File: config.mk
export PLATFORM = sky130hd
export DESIGN_NAME = mc_ctrl_unit
export DESIGN_NICKNAME = d
export VERILOG_FILES = /design/src/rtl/mc_ctrl_unit_pkg.sv /design/src/rtl/mc_inst_decode.sv /design/src/rtl/mc_ctrl_unit.sv
export SDC_FILE = /design/constraint.sdc
export NUM_CORES = 1
export LEC_CHECK = 0
export ABC_AREA = 1
export BUFFER_PORTS_ARGS = -buffer_cell sky130_fd_sc_hd__buf_2
export CORE_MARGIN = 3
export CORE_UTILIZATION = 48
export CTS_CLUSTER_SIZE = 12
export DETAILED_ROUTE_END_ITERATION = 7
export PLACE_DENSITY = 0.82
export SLEW_MARGIN = 5
export SYNTH_ARGS = -nofsm -noshare
export SYNTH_HDL_FRONTEND = slang
export SYNTH_SLANG_ARGS = --single-unit
export TNS_END_PERCENT = 20
File: constraint.sdc
create_clock -name clk -period 2.8 [get_ports clk]
set_input_delay 0.14 -clock clk [delete_from_list [all_inputs] [get_ports clk]]
set_output_delay 0.14 -clock clk [all_outputs]
set_load 0.01 [all_outputs]
File: src/rtl/mc_ctrl_unit_pkg.sv
// Shared definitions for the multi-cycle control unit: state and instruction-class
// encodings, ALU_OP and PC_s codes, and the registered strobe bundle.
package mc_ctrl_unit_pkg;

  typedef enum logic [3:0] {
    StIdle,
    StFetch,
    StDecode,
    StExec,
    StWb,
    StBxPc,
    StBCalc,
    StBPc,
    StBlLr,
    StBlCalc,
    StMemAddr,
    StMemAcc,
    StMemWb,
    StTrap
  } st_e;

  typedef enum logic [2:0] {
    ClsDp0,
    ClsDp1,
    ClsDp2,
    ClsB,
    ClsBl,
    ClsBx,
    ClsLdst,
    ClsUnd
  } cls_e;

  localparam logic [3:0] AluAdd   = 4'b0100;
  localparam logic [3:0] AluSub   = 4'b0010;
  localparam logic [3:0] AluPassA = 4'b1000;

  localparam logic [1:0] PcInc = 2'b00;
  localparam logic [1:0] PcReg = 2'b01;
  localparam logic [1:0] PcAlu = 2'b10;

  typedef struct packed {
    logic       write_pc;
    logic       write_ir;
    logic       write_reg;
    logic       s;
    logic       la;
    logic       lb;
    logic       lc;
    logic       lf;
    logic       rd_s;
    logic       alu_a_s;
    logic       alu_b_s;
    logic       rm_imm_s;
    logic [1:0] rs_imm_s;
    logic [1:0] pc_s;
    logic [3:0] alu_op;
    logic       mem_req;
    logic       mem_wr;
    logic       mem_imm_s;
  } ctrl_t;

  // TST/TEQ/CMP/CMN reuse the AND/EOR/SUB/ADD encodings.
  function automatic logic [3:0] cmp_alu_op(logic [1:0] op_lo);
    return 4'b1000 >> (3'd4 - {1'b0, op_lo});
  endfunction

endpackage

File: src/rtl/mc_inst_decode.sv
// Instruction class decoder: IR -> class and undefined flag.
// Load/store decode is present only when CTRL_LDST_EN is defined.
module mc_inst_decode
  import mc_ctrl_unit_pkg::*;
(
  input  logic [31:0] ir,
  output cls_e        inst_class,
  output logic        undef
);

  logic unused_ir;
  assign unused_ir = ^{ir[31:28], ir[3:0]};

  always_comb begin
    inst_class = ClsUnd;
    // BX overlaps the DP1 pattern, so it is matched first.
    if (ir[27:4] == 24'h12FFF1) begin
      inst_class = ClsBx;
    end else begin
      case (ir[27:25])
        3'b000: begin
          if (!ir[4]) begin
            inst_class = ClsDp0;
          end else if (!ir[7]) begin
            inst_class = ClsDp1;
          end
        end
        3'b001: inst_class = ClsDp2;
        3'b101: inst_class = ir[24] ? ClsBl : ClsB;
`ifdef CTRL_LDST_EN
        3'b010: inst_class = ClsLdst;
`endif
        default: inst_class = ClsUnd;
      endcase
    end
  end

  assign undef = (inst_class == ClsUnd);

endmodule

File: src/rtl/mc_ctrl_unit.sv
// Multi-cycle control unit FSM; every output is registered from the next state.
// Define CTRL_LDST_EN to include load/store states, memory strobes and the bus timeout.
module mc_ctrl_unit
  import mc_ctrl_unit_pkg::*;
#(
  parameter int TO_W    = 4,
  parameter int TIMEOUT = 12,
  parameter int ST_W    = 4
) (
  input  logic            clk,
  input  logic            Rst_n,
  input  logic [31:0]     IR,
  input  logic            flag,
  input  logic            Mem_Ready,
  output logic            Write_PC,
  output logic            Write_IR,
  output logic            Write_Reg,
  output logic            S,
  output logic            LA,
  output logic            LB,
  output logic            LC,
  output logic            LF,
  output logic            rd_s,
  output logic            ALU_A_s,
  output logic            ALU_B_s,
  output logic            rm_imm_s,
  output logic [1:0]      rs_imm_s,
  output logic [1:0]      PC_s,
  output logic [3:0]      ALU_OP,
  output logic            Mem_Req,
  output logic            Mem_Wr,
  output logic            Mem_Imm_s,
  output logic            Und_Trap,
  output logic            Bus_Err,
  output logic [ST_W-1:0] State
);

  st_e   st_q, st_d;
  ctrl_t ctrl_q, ctrl_d;
  cls_e  inst_class;
  logic  undef;
  logic  und_q, und_d;

  mc_inst_decode u_decode (
    .ir        (IR),
    .inst_class(inst_class),
    .undef     (undef)
  );

`ifdef CTRL_LDST_EN
  logic [TO_W-1:0] to_cnt_q, to_cnt_d;
  logic            berr_q, berr_d;
`else
  logic            unused_mem;
  logic [TO_W-1:0] unused_to;
  assign unused_mem = Mem_Ready;
  assign unused_to  = TO_W'(TIMEOUT);
`endif

  always_comb begin
    st_d  = st_q;
    und_d = und_q;
`ifdef CTRL_LDST_EN
    to_cnt_d = to_cnt_q;
    berr_d   = berr_q;
`endif
    case (st_q)
      StIdle:   st_d = StFetch;
      StFetch: begin
        if (undef) begin
          st_d  = StTrap;
          und_d = 1'b1;
        end else if (!flag) begin
          st_d = StFetch;
        end else if (inst_class == ClsB) begin
          st_d = StBCalc;
        end else if (inst_class == ClsBl) begin
          st_d = StBlLr;
        end else begin
          st_d = StDecode;
        end
      end
      StDecode: begin
        if (inst_class == ClsBx) begin
          st_d = StBxPc;
        end else if (inst_class == ClsLdst) begin
          st_d = StMemAddr;
        end else begin
          st_d = StExec;
        end
      end
      StExec:   st_d = StWb;
      StWb:     st_d = StFetch;
      StBxPc:   st_d = StFetch;
      StBCalc:  st_d = StBPc;
      StBPc:    st_d = StFetch;
      StBlLr:   st_d = StBlCalc;
      StBlCalc: st_d = StBPc;
`ifdef CTRL_LDST_EN
      StMemAddr: begin
        st_d     = StMemAcc;
        to_cnt_d = '0;
      end
      StMemAcc: begin
        // Ready on the final allowed cycle still completes the access.
        if (Mem_Ready) begin
          st_d = IR[20] ? StMemWb : StFetch;
        end else if (to_cnt_q == TO_W'(TIMEOUT - 1)) begin
          st_d     = StTrap;
          berr_d   = 1'b1;
          to_cnt_d = to_cnt_q + TO_W'(1);
        end else begin
          to_cnt_d = to_cnt_q + TO_W'(1);
        end
      end
      StMemWb:  st_d = StFetch;
`endif
      StTrap:   st_d = StTrap;
      default:  st_d = StIdle;
    endcase
  end

  always_comb begin
    ctrl_d = '0;
    case (st_d)
      StFetch: begin
        ctrl_d.write_pc = 1'b1;
        ctrl_d.write_ir = 1'b1;
        ctrl_d.pc_s     = PcInc;
      end
      StDecode: begin
        ctrl_d.la = 1'b1;
        ctrl_d.lb = 1'b1;
        ctrl_d.lc = 1'b1;
      end
      StExec: begin
        ctrl_d.lf       = 1'b1;
        ctrl_d.s        = IR[20];
        ctrl_d.rm_imm_s = (inst_class == ClsDp2);
        case (inst_class)
          ClsDp1:  ctrl_d.rs_imm_s = 2'b01;
          ClsDp2:  ctrl_d.rs_imm_s = 2'b10;
          default: ctrl_d.rs_imm_s = 2'b00;
        endcase
        ctrl_d.alu_op = (IR[24:23] == 2'b10) ? cmp_alu_op(IR[22:21]) : IR[24:21];
      end
      StWb:     ctrl_d.write_reg = !IR[24] | IR[23];
      StBxPc: begin
        ctrl_d.write_pc = 1'b1;
        ctrl_d.pc_s     = PcReg;
      end
      StBCalc: begin
        ctrl_d.lf      = 1'b1;
        ctrl_d.alu_a_s = 1'b1;
        ctrl_d.alu_b_s = 1'b1;
        ctrl_d.alu_op  = AluAdd;
      end
      StBPc: begin
        ctrl_d.write_pc = 1'b1;
        ctrl_d.pc_s     = PcAlu;
      end
      StBlLr: begin
        ctrl_d.lf      = 1'b1;
        ctrl_d.alu_a_s = 1'b1;
        ctrl_d.alu_op  = AluPassA;
      end
      StBlCalc: begin
        ctrl_d.write_reg = 1'b1;
        ctrl_d.rd_s      = 1'b1;
        ctrl_d.lf        = 1'b1;
        ctrl_d.alu_a_s   = 1'b1;
        ctrl_d.alu_b_s   = 1'b1;
        ctrl_d.alu_op    = AluAdd;
      end
`ifdef CTRL_LDST_EN
      StMemAddr: begin
        ctrl_d.lf        = 1'b1;
        ctrl_d.mem_imm_s = 1'b1;
        ctrl_d.alu_op    = IR[23] ? AluAdd : AluSub;
      end
      StMemAcc: begin
        ctrl_d.mem_req = 1'b1;
        ctrl_d.mem_wr  = !IR[20];
      end
      StMemWb:  ctrl_d.write_reg = 1'b1;
`endif
      default:  ctrl_d = '0;
    endcase
  end

  always_ff @(posedge clk or negedge Rst_n) begin
    if (!Rst_n) begin
      st_q   <= StIdle;
      ctrl_q <= '0;
      und_q  <= 1'b0;
    end else begin
      st_q   <= st_d;
      ctrl_q <= ctrl_d;
      und_q  <= und_d;
    end
  end

`ifdef CTRL_LDST_EN
  always_ff @(posedge clk or negedge Rst_n) begin
    if (!Rst_n) begin
      to_cnt_q <= '0;
      berr_q   <= 1'b0;
    end else begin
      to_cnt_q <= to_cnt_d;
      berr_q   <= berr_d;
    end
  end

  assign Bus_Err = berr_q;
`else
  assign Bus_Err = 1'b0;
`endif

  assign Write_PC  = ctrl_q.write_pc;
  assign Write_IR  = ctrl_q.write_ir;
  assign Write_Reg = ctrl_q.write_reg;
  assign S         = ctrl_q.s;
  assign LA        = ctrl_q.la;
  assign LB        = ctrl_q.lb;
  assign LC        = ctrl_q.lc;
  assign LF        = ctrl_q.lf;
  assign rd_s      = ctrl_q.rd_s;
  assign ALU_A_s   = ctrl_q.alu_a_s;
  assign ALU_B_s   = ctrl_q.alu_b_s;
  assign rm_imm_s  = ctrl_q.rm_imm_s;
  assign rs_imm_s  = ctrl_q.rs_imm_s;
  assign PC_s      = ctrl_q.pc_s;
  assign ALU_OP    = ctrl_q.alu_op;
  assign Mem_Req   = ctrl_q.mem_req;
  assign Mem_Wr    = ctrl_q.mem_wr;
  assign Mem_Imm_s = ctrl_q.mem_imm_s;
  assign Und_Trap  = und_q;
  assign State     = ST_W'(st_q);

endmodule

==> results.cfg, run 1 <==
[sta]
tns_ns = 0
drv_slew = 0
clock-skew-final_ns = 0.005501
post-route-min-period_ns = 1.717
finalCritPeriodShare = 0.6133
max_freq_mhz = 582.3
final-hold-violation-count = 0
rsz0062_at_grt = no
setup_violations = 0

[global_routing]
grt_pass1_wl_um = 4312
grt_max_degree = 23
grtUsageTotal = 0.1696
met3_usage = 0.03448
gr-total-overflow = 0
busiest_layer = met2
use_met2 = 0.2772
grt_antenna_before_repair = 0
grtUsageMet1 = 0.2138
grt_pass1_vias = 1035

[setup_path]
cpMaxStageDelayCell = dfrtp_1
crit_top_cell = nand2_1
crit_chain = inv_1 > nand2_1 > nor3_1 > nor2_1 > nand2_1 > nor2_2 > nand3_2 > nand3_1
worstSetupStartpointType = register
regToRegStartpoint = State[0]
r2r_end = LF
end_kind = register
critPathKind = register to register
arrival_ns = 1.91
required_ns = 2.99
ff2ff_setup_slack_ns = 1.08
cp_slowest_stage_delay_ns = 0.43
reg2regPathDepth = 8
cp_max_fo = 5

[min_path]
hold_start = IR[21]
hold_path.class = input port to register
hold_depth = 2
worstHoldEndpoint = ALU_OP[1]

[cts]
clock-sinks = 22
clock_latency_ns = 0.31
cts_setup_buffers = 0
cts_tree = yes
clk_pin_slew_ns = 0.12
cts_max_level = 1
root_buffer = clkbuf_4
clockBufferDepth = 2
cts_inserted_buffers = 3

[logic_synthesis]
ys_types = 25
ys_ff_latch = 22
avgSynthCellArea_um2 = 7.954
synth_top_family_by_area = simple AND/OR/NAND/NOR gates
yosysSeqAreaShare = 0.4494
synth_area_mm2 = 0.001225
synth_xor_area_frac = 0
synthAdderAreaFrac = 0
synthMuxAreaShare = 0
synth_compound_area_frac = 0.03064
synth_cells = 154
synthSimpleGateAreaFrac = 0.3933
yosys_warnings = 0

[detailed_routing]
wl_per_cell_um = 11.38
drc = 0
dr.first_iter.drc_count = 13
wl_um = 2663
ant_nets = 0
vias_per_cell = 4.880
num_vias = 1142
first_pass_iters = 4

[pwr]
ir_worst_vdd_mv = 0.6130
p_leak_nw = 0.9483
power.total_mw = 1.235
power_density_mw_per_mm2 = 803.5

[die]
initial_utilization = 0.5283
ios = 65
rows = 17
die_x_um = 56.52
core-area_mm2 = 0.002318
die-area_mm2 = 0.003194
die_y_um = 56.52

[place]
gp_congestion = 0.8424
dp_hpwl_um = 2122
io_buffers = 51

[run]
maxCapViolCount = 0

[finish]
drive_above_1_share = 0.3981
layout_common_cells = 51 x buf_2, 32 x nand2_1, 22 x dfrtp_1, 21 x inv_1, 19 x nor2_1
final_common_cell = buf_2
final_nets = 243
diodes = 0
area_delta_synth_final_pct = 25.43

[run_status]
outcome = finished, final reports clean
power by group:
group	leakage, nW	total [mW]	internal [mW]	switching (mW)
Sequential	0.290	0.445	0.403	0.0413
Combinational	0.630	0.549	0.201	0.348
Clock	0.0279	0.241	0.145	0.0965
cells in the mapped netlist (all sizes together):
cell / n / area [µm²]
o41ai: 1 / 8.760
nor3b: 1 / 7.510
a21oi: 2 / 13.76
nor4: 1 / 6.260
nand2: 38 / 162.7
o31ai: 1 / 7.510
inv: 25 / 93.84
nor2: 25 / 108.9
nand3: 15 / 117.6
clkinv: 1 / 5.000
or2: 1 / 6.260
nor3: 7 / 35.03
conb: 1 / 3.750
nand4: 5 / 37.53
buf: 7 / 52.55
dfrtp: 22 / 550.5
a211oi: 1 / 7.510
per-stage QoR:
| step | worst slack [ns] | util | hold slack, ns | std cells | cell area [µm²] |
|---|---|---|---|---|---|
| after floorplan | 1.327 | - | -0.1556 | 157 | 1236 |
| after global placement | 1.202 | 0.6357 | 0.1167 | 229 | 1474 |
| after detailed placement | 1.166 | 0.6357 | 0.1263 | 229 | 1474 |
| after CTS | 1.107 | 0.6627 | 0.005090 | 234 | 1536 |
| after global routing | 0.9265 | 0.6627 | 0.01461 | 234 | 1536 |
| final | 1.083 | 0.6627 | 0.01312 | 234 | 1536 |
layer usage:
metal  routed length (µm)  up-vias  share of wire
met5                    0        -              0
met4                   78        0          0.029
met3                  203       10          0.076
met2                 1339       40           0.50
met1                 1042      518           0.39
li1                     -      574              -
worst max path at each step:
stage | startpoint | to | slack, ns | cells past startpoint
2_1_floorplan | State[2] | Write_PC | 1.33 | 10
3_3_place_gp | State[0] | LF | 1.20 | 8
3_5_place_dp | State[0] | LF | 1.17 | 8
4_1_cts | State[0] | LF | 1.11 | 8
5_1_grt | State[0] | LF | 0.93 | 8
6_report | State[0] | LF | 1.08 | 8
critical path, delay by kind of cell, from the launching register on:
family | cells | cell delay (ns)
buf+inv | 1 | 0.16
flops | 1 | 0.43
simple gates | 7 | 1.01
cell families after synthesis:
logic type,count (synthesis)
other,1
AO/OA/AOI/OAI,5
AND/OR/NAND/NOR,93
flip-flops,22
buffers and inverters,33
cell type report:
type,count,area (µm²)
clock buffer,3,22.52
timing repair buffer,52,265.3
sequential,22,550.5
clock inverter,1,30.03
multi-input combinational,102,534.3
inverter,26,98.84
fill,192,782.0
tap,28,35.03
timing repair:
item | in CTS | in global routing
hold buffers | 1 | 0
hold endpoints to repair | 22 | 0
resized for setup | 0 | 0
(Power assumes the default switching activity.)
==> run 2, diff against run 1 <==
- CORE_UTILIZATION: 48 -> 40
- PLACE_DENSITY: 0.82 -> 0.72
- clock period: 2.8 -> 1.46 ns (I/O delays scaled with it)
==> run 2 against run 1 <==
The run now ends with setup timing left. Via count rose by 3.4%. Core utilization fell by 5.0 points. Clock skew fell by 0.0030 ns. Critical path depth rose by 2. Global-route usage fell by 2.8 points. Flip-flop and latch count did not move. Sequential share of layout area fell by 4.0 points. Register-to-register slack got worse by 1.1 ns. Non-clock buffer count rose by 15. Critical path type unchanged. Critical endpoint is now Write_PC. Largest power group unchanged.
==> results.cfg, run 2 (synthesis results as in run 1) <==
[detailed_routing]
vias_per_cell = 4.687
first_pass_iters = 4
wl_per_cell_um = 10.58
ant_nets = 0
num_vias = 1181
drc = 0
wl_um = 2665
dr.first_iter.drc_count = 35

[pwr]
ir_worst_vdd_mv = 0.9376
p_leak_nw = 1.035
power_density_mw_per_mm2 = 1479
power.total_mw = 2.565

[finish]
stdcell_area_mm2 = 0.001734
drive_above_1_share = 0.4932
layout_common_cells = 51 x buf_2, 29 x nand2_1, 21 x dfrtp_1, 19 x inv_1, 15 x nor2_1
post-route-util = 0.6130
final_common_cell = buf_2
area_delta_synth_final_pct = 41.57
fill_cells = 242
final_nets = 258
finalNonFillerCells = 252
diodes = 0

[setup_path]
ff2ff_setup_slack_ns = -0.02
r2r_end = Write_PC
crit_chain = buf_6 > buf_4 > nand2_1 > a21oi_1 > nor3b_2 > nand2_2 > nand2_2 > inv_1 > nand2_1 > nand2_1
regToRegStartpoint = State[2]
critPathCapture = Write_PC
cp_max_fo = 6
path_depth = 10
reg2regPathDepth = 10
critical_path.top_delay_family = simple AND/OR/NAND/NOR gates
worst-path-buf-inv = 3
cpMaxStageDelayCell = dfrtp_2
arrival_ns = 1.68
worstSetupStartpointType = register
critPathKind = register to register
cp_slowest_stage_delay_ns = 0.49
crit_top_cell = nand2_1
crit_start = State[2]
required_ns = 1.66
end_kind = register

[sta]
finalCritPeriodShare = 1.012
post-route-min-period_ns = 1.477
final-hold-violation-count = 0
rsz0062_at_grt = yes
max_freq_mhz = 677.1
setup_violations = 6
drv_slew = 0
setup_slack_ns = -0.01695
holdWs_ns = 0.02107
clock-skew-final_ns = 0.002500

[run_status]
violations = setup timing
outcome = finished with violations

[place]
io_buffers = 51
dp_hpwl_um = 2102
dpl_cell_area_mm2 = 0.001578
gp_congestion = 0.9063
dp.cells = 243

[die]
die-area_mm2 = 0.003763
core-area_mm2 = 0.002829
die_x_um = 61.34
ios = 65
rows = 19
initial_utilization = 0.4330
die_y_um = 61.34

[cts]
root_buffer = clkbuf_4
clock-sinks = 22
clockBufferDepth = 2
clock_latency_ns = 0.30
cts_inserted_buffers = 3
cts_tree = yes
clk_pin_slew_ns = 0.11
cts_max_level = 1

[global_routing]
gr-total-overflow = 0
grt_antenna_before_repair = 0
grt_pass1_wl_um = 3988
grt_pass1_vias = 1007
grt_max_degree = 23
grtUsageTotal = 0.1418

[min_path]
hold_path.class = input port to register

[run]
maxCapViolCount = 0
[run 2: cell count changes in the layout (fill, tap and decap cells not counted), sizes merged]
| cell | previous run | this run |
|---|---|---|
| buf | 51 | 63 |
| dlygate4sd3 | 1 | 4 |
| clkbuf | 3 | 4 |
| bufinv | 1 | 0 |
[run 2: what timing repair did]
item	4_1_cts	5_1_grt
setup endpoints to repair	8	14
pin swaps	0	4
resized for setup	2	18
hold endpoints to repair	25	0
hold buffers	4	0
setup buffers	1	0
[run 2: worst min path at each step]
| stage | start | to | slack (ns) | cells after the start |
|---|---|---|---|---|
| after floorplan | Rst_n | ALU_A_s | -0.22 | 0 |
| after global placement | Rst_n | ALU_OP[3] | 0.05 | 1 |
| after detailed placement | Rst_n | ALU_OP[1] | 0.06 | 1 |
| after CTS | IR[27] | rm_imm_s | 0.007 | 2 |
| after global routing | IR[22] | ALU_OP[1] | 0.007 | 3 |
| final | IR[22] | ALU_OP[1] | 0.02 | 3 |
[run 2: through the flow]
| stage | TNS [ns] | worst slack [ns] |
|---|---|---|
| floorplan | 0 | 0.01807 |
| global placement | -0.08581 | -0.02034 |
| detailed placement | -0.1186 | -0.03643 |
| CTS | -0.2215 | -0.03744 |
| global route | -0.8805 | -0.1141 |
| finish | -0.05427 | -0.01695 |
[run 2: cell type report]
class                           instances  area, µm²  area share
Clock buffer                            4      36.28     0.02092
Tap cell                               31      38.79     0.02237
Inverter                               26      98.84     0.05700
Sequential cell                        22      551.8      0.3182
Multi-Input combinational cell        102      606.8      0.3499
Timing Repair Buffer                   67      401.6      0.2316
[run 2: power breakdown]
group	switching [mW]	total, mW	internal (mW)
Combinational	0.799	1.38	0.581
Sequential	0.0883	0.864	0.776
Clock	0.170	0.322	0.152
Total	1.06	2.57	1.51
[run 2: worst reg2reg max path, stage by stage, from the launching register on]
cell	delay, ns
dfrtp_2	0.49
buf_6	0.14
buf_4	0.11
nand2_1	0.06
a21oi_1	0.08
nor3b_2	0.20
nand2_2	0.10
nand2_2	0.06
inv_1	0.03
nand2_1	0.06
nand2_1	0.05
[run 2: metal layers]
| metal | GRT usage | share of wire | vias up |
|---|---|---|---|
| met1 | 0.1708 | 0.42 | 520 |
| met3 | 0.03983 | 0.069 | 4 |
| met4 | 0.03939 | 0.011 | 0 |
| met5 | 0 | 0 | - |
| li1 | - | - | 612 |
| met2 | 0.2477 | 0.50 | 45 |
